--- config.mk ---
export PLATFORM = sky130hd
export DESIGN_NAME = truth_table_sweeper
export DESIGN_NICKNAME = d
export VERILOG_FILES = /design/src/rtl/truth_table_pkg.sv /design/src/rtl/tt_vec_gen.sv /design/src/rtl/truth_table_sweeper.sv
export SDC_FILE = /design/constraint.sdc
export NUM_CORES = 1
export LEC_CHECK = 0
export CORE_MARGIN = 2
export CORE_UTILIZATION = 50
export CTS_CLUSTER_SIZE = 10
export DETAILED_ROUTE_END_ITERATION = 7
export DONT_BUFFER_PORTS = 1
export GPL_ROUTABILITY_DRIVEN = 0
export GPL_TIMING_DRIVEN = 0
export RECOVER_POWER = 25
export REMOVE_ABC_BUFFERS = 1
export SLEW_MARGIN = 40
export SYNTH_ARGS = -nofsm -noshare
export SYNTH_HDL_FRONTEND = slang
export SYNTH_SLANG_ARGS = --single-unit
--- constraint.sdc ---
create_clock -name i_clk -period 3.8 [get_ports i_clk]
set_input_delay 0.38 -clock i_clk [delete_from_list [all_inputs] [get_ports i_clk]]
set_output_delay 0.38 -clock i_clk [all_outputs]
set_load 0.02 [all_outputs]
--- src/rtl/truth_table_pkg.sv ---
// Shared types, sizes and the binary-to-Gray helper for the truth-table sweeper.
package truth_table_pkg;

    typedef enum logic [1:0] {
        IDLE,
        DRIVE,
        STREAM,
        DONE
    } tt_state_e;

    localparam int unsigned TT_DEPTH  = 16;
    localparam int unsigned TT_IDX_W  = 4;
    localparam int unsigned TT_DATA_W = 7;

    function automatic logic [TT_IDX_W-1:0] bin2gray(input logic [TT_IDX_W-1:0] i_bin);
        return i_bin ^ (i_bin >> 1);
    endfunction

endpackage

--- src/rtl/tt_vec_gen.sv ---
// Step counter and step-to-vector mapping for the sweeper.
// TRUTH_TABLE_SWEEPER_GRAY_ORDER_EN selects reflected Gray order instead of binary order.
module tt_vec_gen
    import truth_table_pkg::*;
(
    input  logic                i_clk,
    input  logic                i_rst,
    input  logic                i_clear,
    input  logic                i_advance,
    output logic [TT_IDX_W-1:0] o_vec,
    output logic                o_last
);

    logic [TT_IDX_W-1:0] r_step;

    // Step holds at its final value after a sweep so the last vector stays applied.
    always_ff @(posedge i_clk) begin
        if (i_rst) begin
            r_step <= '0;
        end else if (i_clear) begin
            r_step <= '0;
        end else if (i_advance && !o_last) begin
            r_step <= r_step + TT_IDX_W'(1);
        end
    end

    assign o_last = (r_step == TT_IDX_W'(TT_DEPTH - 1));

`ifdef TRUTH_TABLE_SWEEPER_GRAY_ORDER_EN
    assign o_vec = bin2gray(r_step);
`else
    assign o_vec = r_step;
`endif

endmodule

--- src/rtl/truth_table_sweeper.sv ---
// Sweeps a 4-input function through all vectors, captures its outputs, streams the table.
// Vector order is set by TRUTH_TABLE_SWEEPER_GRAY_ORDER_EN (see tt_vec_gen).
module truth_table_sweeper
    import truth_table_pkg::*;
#(
    parameter int unsigned SETTLE_CYCLES = 2,
    parameter int unsigned NUM_IN        = 4,
    parameter int unsigned NUM_OUT       = 3
) (
    input  logic                 i_clk,
    input  logic                 i_rst,
    input  logic                 i_start,
    output logic                 o_busy,
    output logic                 o_done,
    output logic [NUM_IN-1:0]    o_vec_out,
    input  logic [NUM_OUT-1:0]   i_func_in,
    output logic                 o_rd_valid,
    input  logic                 i_rd_ready,
    output logic [TT_DATA_W-1:0] o_rd_data
);

    localparam logic [3:0] SETTLE_LOAD = 4'(SETTLE_CYCLES - 1);

    tt_state_e           r_state, w_state_next;
    logic [3:0]          r_settle, w_settle_next;
    logic [TT_IDX_W-1:0] r_idx, w_idx_next;
    logic                w_clear, w_advance, w_capture, w_last;
    logic [TT_IDX_W-1:0] w_vec;
    logic [NUM_OUT-1:0]  r_table [TT_DEPTH];

    tt_vec_gen u_vec_gen (
        .i_clk     (i_clk),
        .i_rst     (i_rst),
        .i_clear   (w_clear),
        .i_advance (w_advance),
        .o_vec     (w_vec),
        .o_last    (w_last)
    );

    always_ff @(posedge i_clk) begin
        if (i_rst) begin
            r_state  <= IDLE;
            r_settle <= '0;
            r_idx    <= '0;
        end else begin
            r_state  <= w_state_next;
            r_settle <= w_settle_next;
            r_idx    <= w_idx_next;
        end
    end

    always_comb begin
        w_state_next  = r_state;
        w_settle_next = r_settle;
        w_idx_next    = r_idx;
        w_clear       = 1'b0;
        w_advance     = 1'b0;
        w_capture     = 1'b0;
        case (r_state)
            IDLE: begin
                if (i_start) begin
                    w_state_next  = DRIVE;
                    w_settle_next = SETTLE_LOAD;
                    w_clear       = 1'b1;
                end
            end
            DRIVE: begin
                if (r_settle == 4'd0) begin
                    w_capture = 1'b1;
                    if (!w_last) begin
                        w_advance     = 1'b1;
                        w_settle_next = SETTLE_LOAD;
                    end else begin
                        w_state_next = STREAM;
                        w_idx_next   = '0;
                    end
                end else begin
                    w_settle_next = r_settle - 4'd1;
                end
            end
            STREAM: begin
                if (i_rd_ready) begin
                    if (r_idx == TT_IDX_W'(TT_DEPTH - 1)) begin
                        w_state_next = DONE;
                    end else begin
                        w_idx_next = r_idx + TT_IDX_W'(1);
                    end
                end
            end
            DONE: begin
                w_state_next = IDLE;
            end
            default: begin
                w_state_next = IDLE;
            end
        endcase
    end

    // Indexed by the applied vector, so the stored table is order-independent.
    always_ff @(posedge i_clk) begin
        if (w_capture && !i_rst) begin
            r_table[w_vec] <= i_func_in;
        end
    end

    assign o_busy     = (r_state == DRIVE) || (r_state == STREAM);
    assign o_done     = (r_state == DONE);
    assign o_rd_valid = (r_state == STREAM);
    assign o_rd_data  = o_rd_valid ? {r_idx, r_table[r_idx]} : '0;
    assign o_vec_out  = w_vec;

endmodule

==> key figures <==
Outcome
  • Outcome: finished, final reports clean

Job
  • Maxcap violations: 0

Worst setup path
  • Worst Path Arrival: 2.41 ns
  • CP startpoint kind: register
  • Worst setup path start: r_state[0]
  • Crit path capture type: primary output
  • WS Path Type: register to primary output
  • Worst path required time: 3.42 ns
  • CP max FO: 11
  • Reg-to-Reg Start: r_state[1]

Clock network
  • Worst-path clk slew: 0.07 ns
  • Gates resized, CTS repair: 0
  • TritonCTS clock tree: done
  • CTS Buf Count: 9
  • Hold_buf cts: 0
  • CTS max path bufs: 2
  • TritonCTS sink count: 66
  • H-tree depth: 3
  • Worst skew pair latency: 0.34 ns
  • Setup bufs post-CTS: 0
  • CTS Root Cell: clkbuf_8

Die
  • Core area: 0.005851 sq mm
  • Total die area: 0.006650 sq mm
  • Boundary Pins: 21
  • Site row count: 28
  • Width of the chip: 81.55 um
  • Starting Density: 51.39%
  • Die H: 81.55 um

Finish
  • Most frequent cells in the layout: edfxtp_1 (48), nor2_1 (23), nand2_1 (17), dfxtp_1 (17), ha_1 (12)
  • Core Util, Final: 55.65%
  • Most common cell after layout, fill and taps aside: edfxtp_1
  • Sequential cell area: 0.001803 sq mm
  • Fillers: 470
  • Layout area overhead: 8.281%
  • Layout Cell Area excl Fill: 0.003256 sq mm
  • Share of layout cells above drive strength 1: 11.98%
  • Antenna fix cells: 0
  • Area occupied by multi-input gates: 0.001121 sq mm
  • Final #Nets: 256

STA
  • Hold Slack: 0.1092 ns
  • F_max: 357.9 MHz
  • Fin. max-slew vios: 0
  • Fin Clk Skew: 0.01224 ns
  • Worst rel slew slack: 59.94%
  • Unrepaired setup endpoints after global routing: no
  • Setup_tns: 0 ns
  • Setup-failing EPs final: 0
  • Fin crit period: 2.794 ns
  • Final hold vios: 0
  • Fin crit share: 73.52%
  • Worst-margin pin slew: 0.6001 ns

Global routing
  • M1 GR Usage: 22.91%
  • GR Layer Usage met3: 3.846%
  • Total gr overflow: 0
  • Largest net degree at the start of global routing: 17
  • Antenna violations before repair: 0
  • Vias in the first global route: 1892
  • Global-route wire length before repair: 9.183 mm
  • GR Util met2: 33.28%
  • GR peak layer: met2
  • GRT Util Overall: 19.25%

Worst hold path
  • Hold path startpoint: i_rst
  • Hold Crit Class: input pin to register

Power
  • Logic pwr share: 23.0%
  • Pint: 0.001287 W
  • Pwr dens: 569.3 mW/mm^2
  • LEAKAGE: 1.052 nW
  • Worst VDD drop: 0.3466 mV
  • Clock power frac: 31.0%
  • Pwr Total: 0.001853 W
  • Switching power: 0.0005667 W
  • Flop pwr share: 46.0%
  • Switching Share: 30.57%

Logic synthesis
  • Synth cell types: 39
  • Synth Warn #: 0
  • Seq cells post-synth: 66
  • Synthesized area: 0.003007 sq mm
  • Syn Area/Cell: 12.79 sq um
  • Sequential share of the synthesized area: 59.93%
  • Post-synthesis cell count: 235

Placed design
  • Port buffer count: 0
  • DP Wirelength: 4.134 mm
  • Placed Area: 0.003059 sq mm

Route
  • Drt total wl: 5.690 mm
  • DRC violations left: 0
  • DR pass1 iterations: 4
  • Via-to-Cell Ratio: 5.883
  • Total number of vias: 1865
  • Iteration-0 DRC count of the detailed router: 131
  • WL/cell: 17.95 um
  • Post-DRT Antenna Nets: 0
## synth_stat cells
cell | count | area (sq um)
clkbuf_1 | 4 | 15.01
nor2b_1 | 2 | 12.51
nand4_1 | 5 | 31.28
edfxtp_1 | 48 | 1441
ha_1 | 12 | 150.1
nand2b_1 | 4 | 25.02
nand4bb_1 | 1 | 11.26
o41ai_1 | 2 | 17.52
mux2i_1 | 9 | 90.09
a31oi_1 | 4 | 25.02
a211oi_1 | 2 | 15.01
o311ai_1 | 1 | 8.760
nand3b_1 | 1 | 7.510
o211ai_1 | 3 | 22.52
buf_2 | 4 | 20.02
nand2_1 | 17 | 63.81
o21a_1 | 1 | 7.510
o21ai_1 | 2 | 10.01
nor3b_1 | 1 | 7.510
a32oi_1 | 3 | 26.28
buf_4 | 1 | 7.510
nor3b_2 | 1 | 12.51
o21ai_4 | 1 | 16.27
and3_1 | 4 | 25.02
mux4_2 | 9 | 202.7
o21ai_0 | 1 | 5.000
nor4_1 | 1 | 6.260
and2_1 | 6 | 37.54
a31o_2 | 1 | 8.760
nor2_1 | 23 | 86.33
nor3_1 | 7 | 35.03
nand3_1 | 8 | 40.04
or3b_4 | 1 | 11.26
dfxtp_1 | 18 | 360.4
a311oi_1 | 3 | 26.28
xor2_1 | 1 | 8.760
a21oi_1 | 10 | 50.05
xnor2_1 | 2 | 17.52
inv_1 | 11 | 41.29
## metal layers
metal	part of all wire, %	up-vias
li1	-	885
met1	42	930
met2	53	40
met3	3.4	10
met4	1.7	0
met5	0	-
## state kept, by name, summed over array words and instances, names as in the netlist, named ones only
signal and flops:
r_state 2, r_table 48, u_vec_gen.o_vec 4, r_idx 4, r_settle 4
## worst max-delay path: stages (launching register included)
cell      delay, ns
dfxtp_1        0.35
inv_1          0.11
ha_1           0.49
inv_1          0.15
nor2_1         0.40
a32oi_1        0.14
o211ai_1       0.44
## path summary, 6_finish.rpt
check	endpoint	slack, ns	cells past startpoint
setup reg to reg	r_table[2][2]	1.42	6
hold / removal	register	0.11	1
setup / recovery	o_rd_data[0]	1.01	6
hold reg to reg	r_settle[0]	0.50	1
## cell type report
type / count / share of cell area (%)
clock buffers: 11 / 4.343
clock inverters: 5 / 1.691
inverters: 11 / 1.268
multi-input cells: 149 / 34.44
flip-flops and latches: 66 / 55.38
well taps: 75 / 2.882
## power by group through the flow
stage | Clock (W) | Combinational, W | Sequential [W]
global placement | 0 | 0.000407 | 0.000864
CTS | 0.000588 | 0.000427 | 0.000853
detailed placement | 0 | 0.000425 | 0.000869
global route | 0.000623 | 0.000470 | 0.000859
finish | 0.000575 | 0.000427 | 0.000852
floorplan | 0 | 0.000348 | 0.000856
## kinds of logic after synthesis
kind of cell / count (synthesis) / share of synthesized area (%)
XOR/XNOR: 3 / 0.8741
AO/OA/AOI/OAI: 34 / 7.949
flip-flops: 66 / 59.93
AND/OR/NAND/NOR: 82 / 13.73
adder cells (fa/ha/maj): 12 / 4.994
multiplexers: 18 / 9.738
buffers and inverters: 20 / 2.788
## through the flow
stage                     setup WS (ns)  std cells
after floorplan                   1.688        226
after global placement            1.405        301
after detailed placement          1.332        301
after CTS                        0.9526        317
after global routing             0.7491        317
final                             1.006        317
Note: power is estimated with default switching activity, not from simulation.
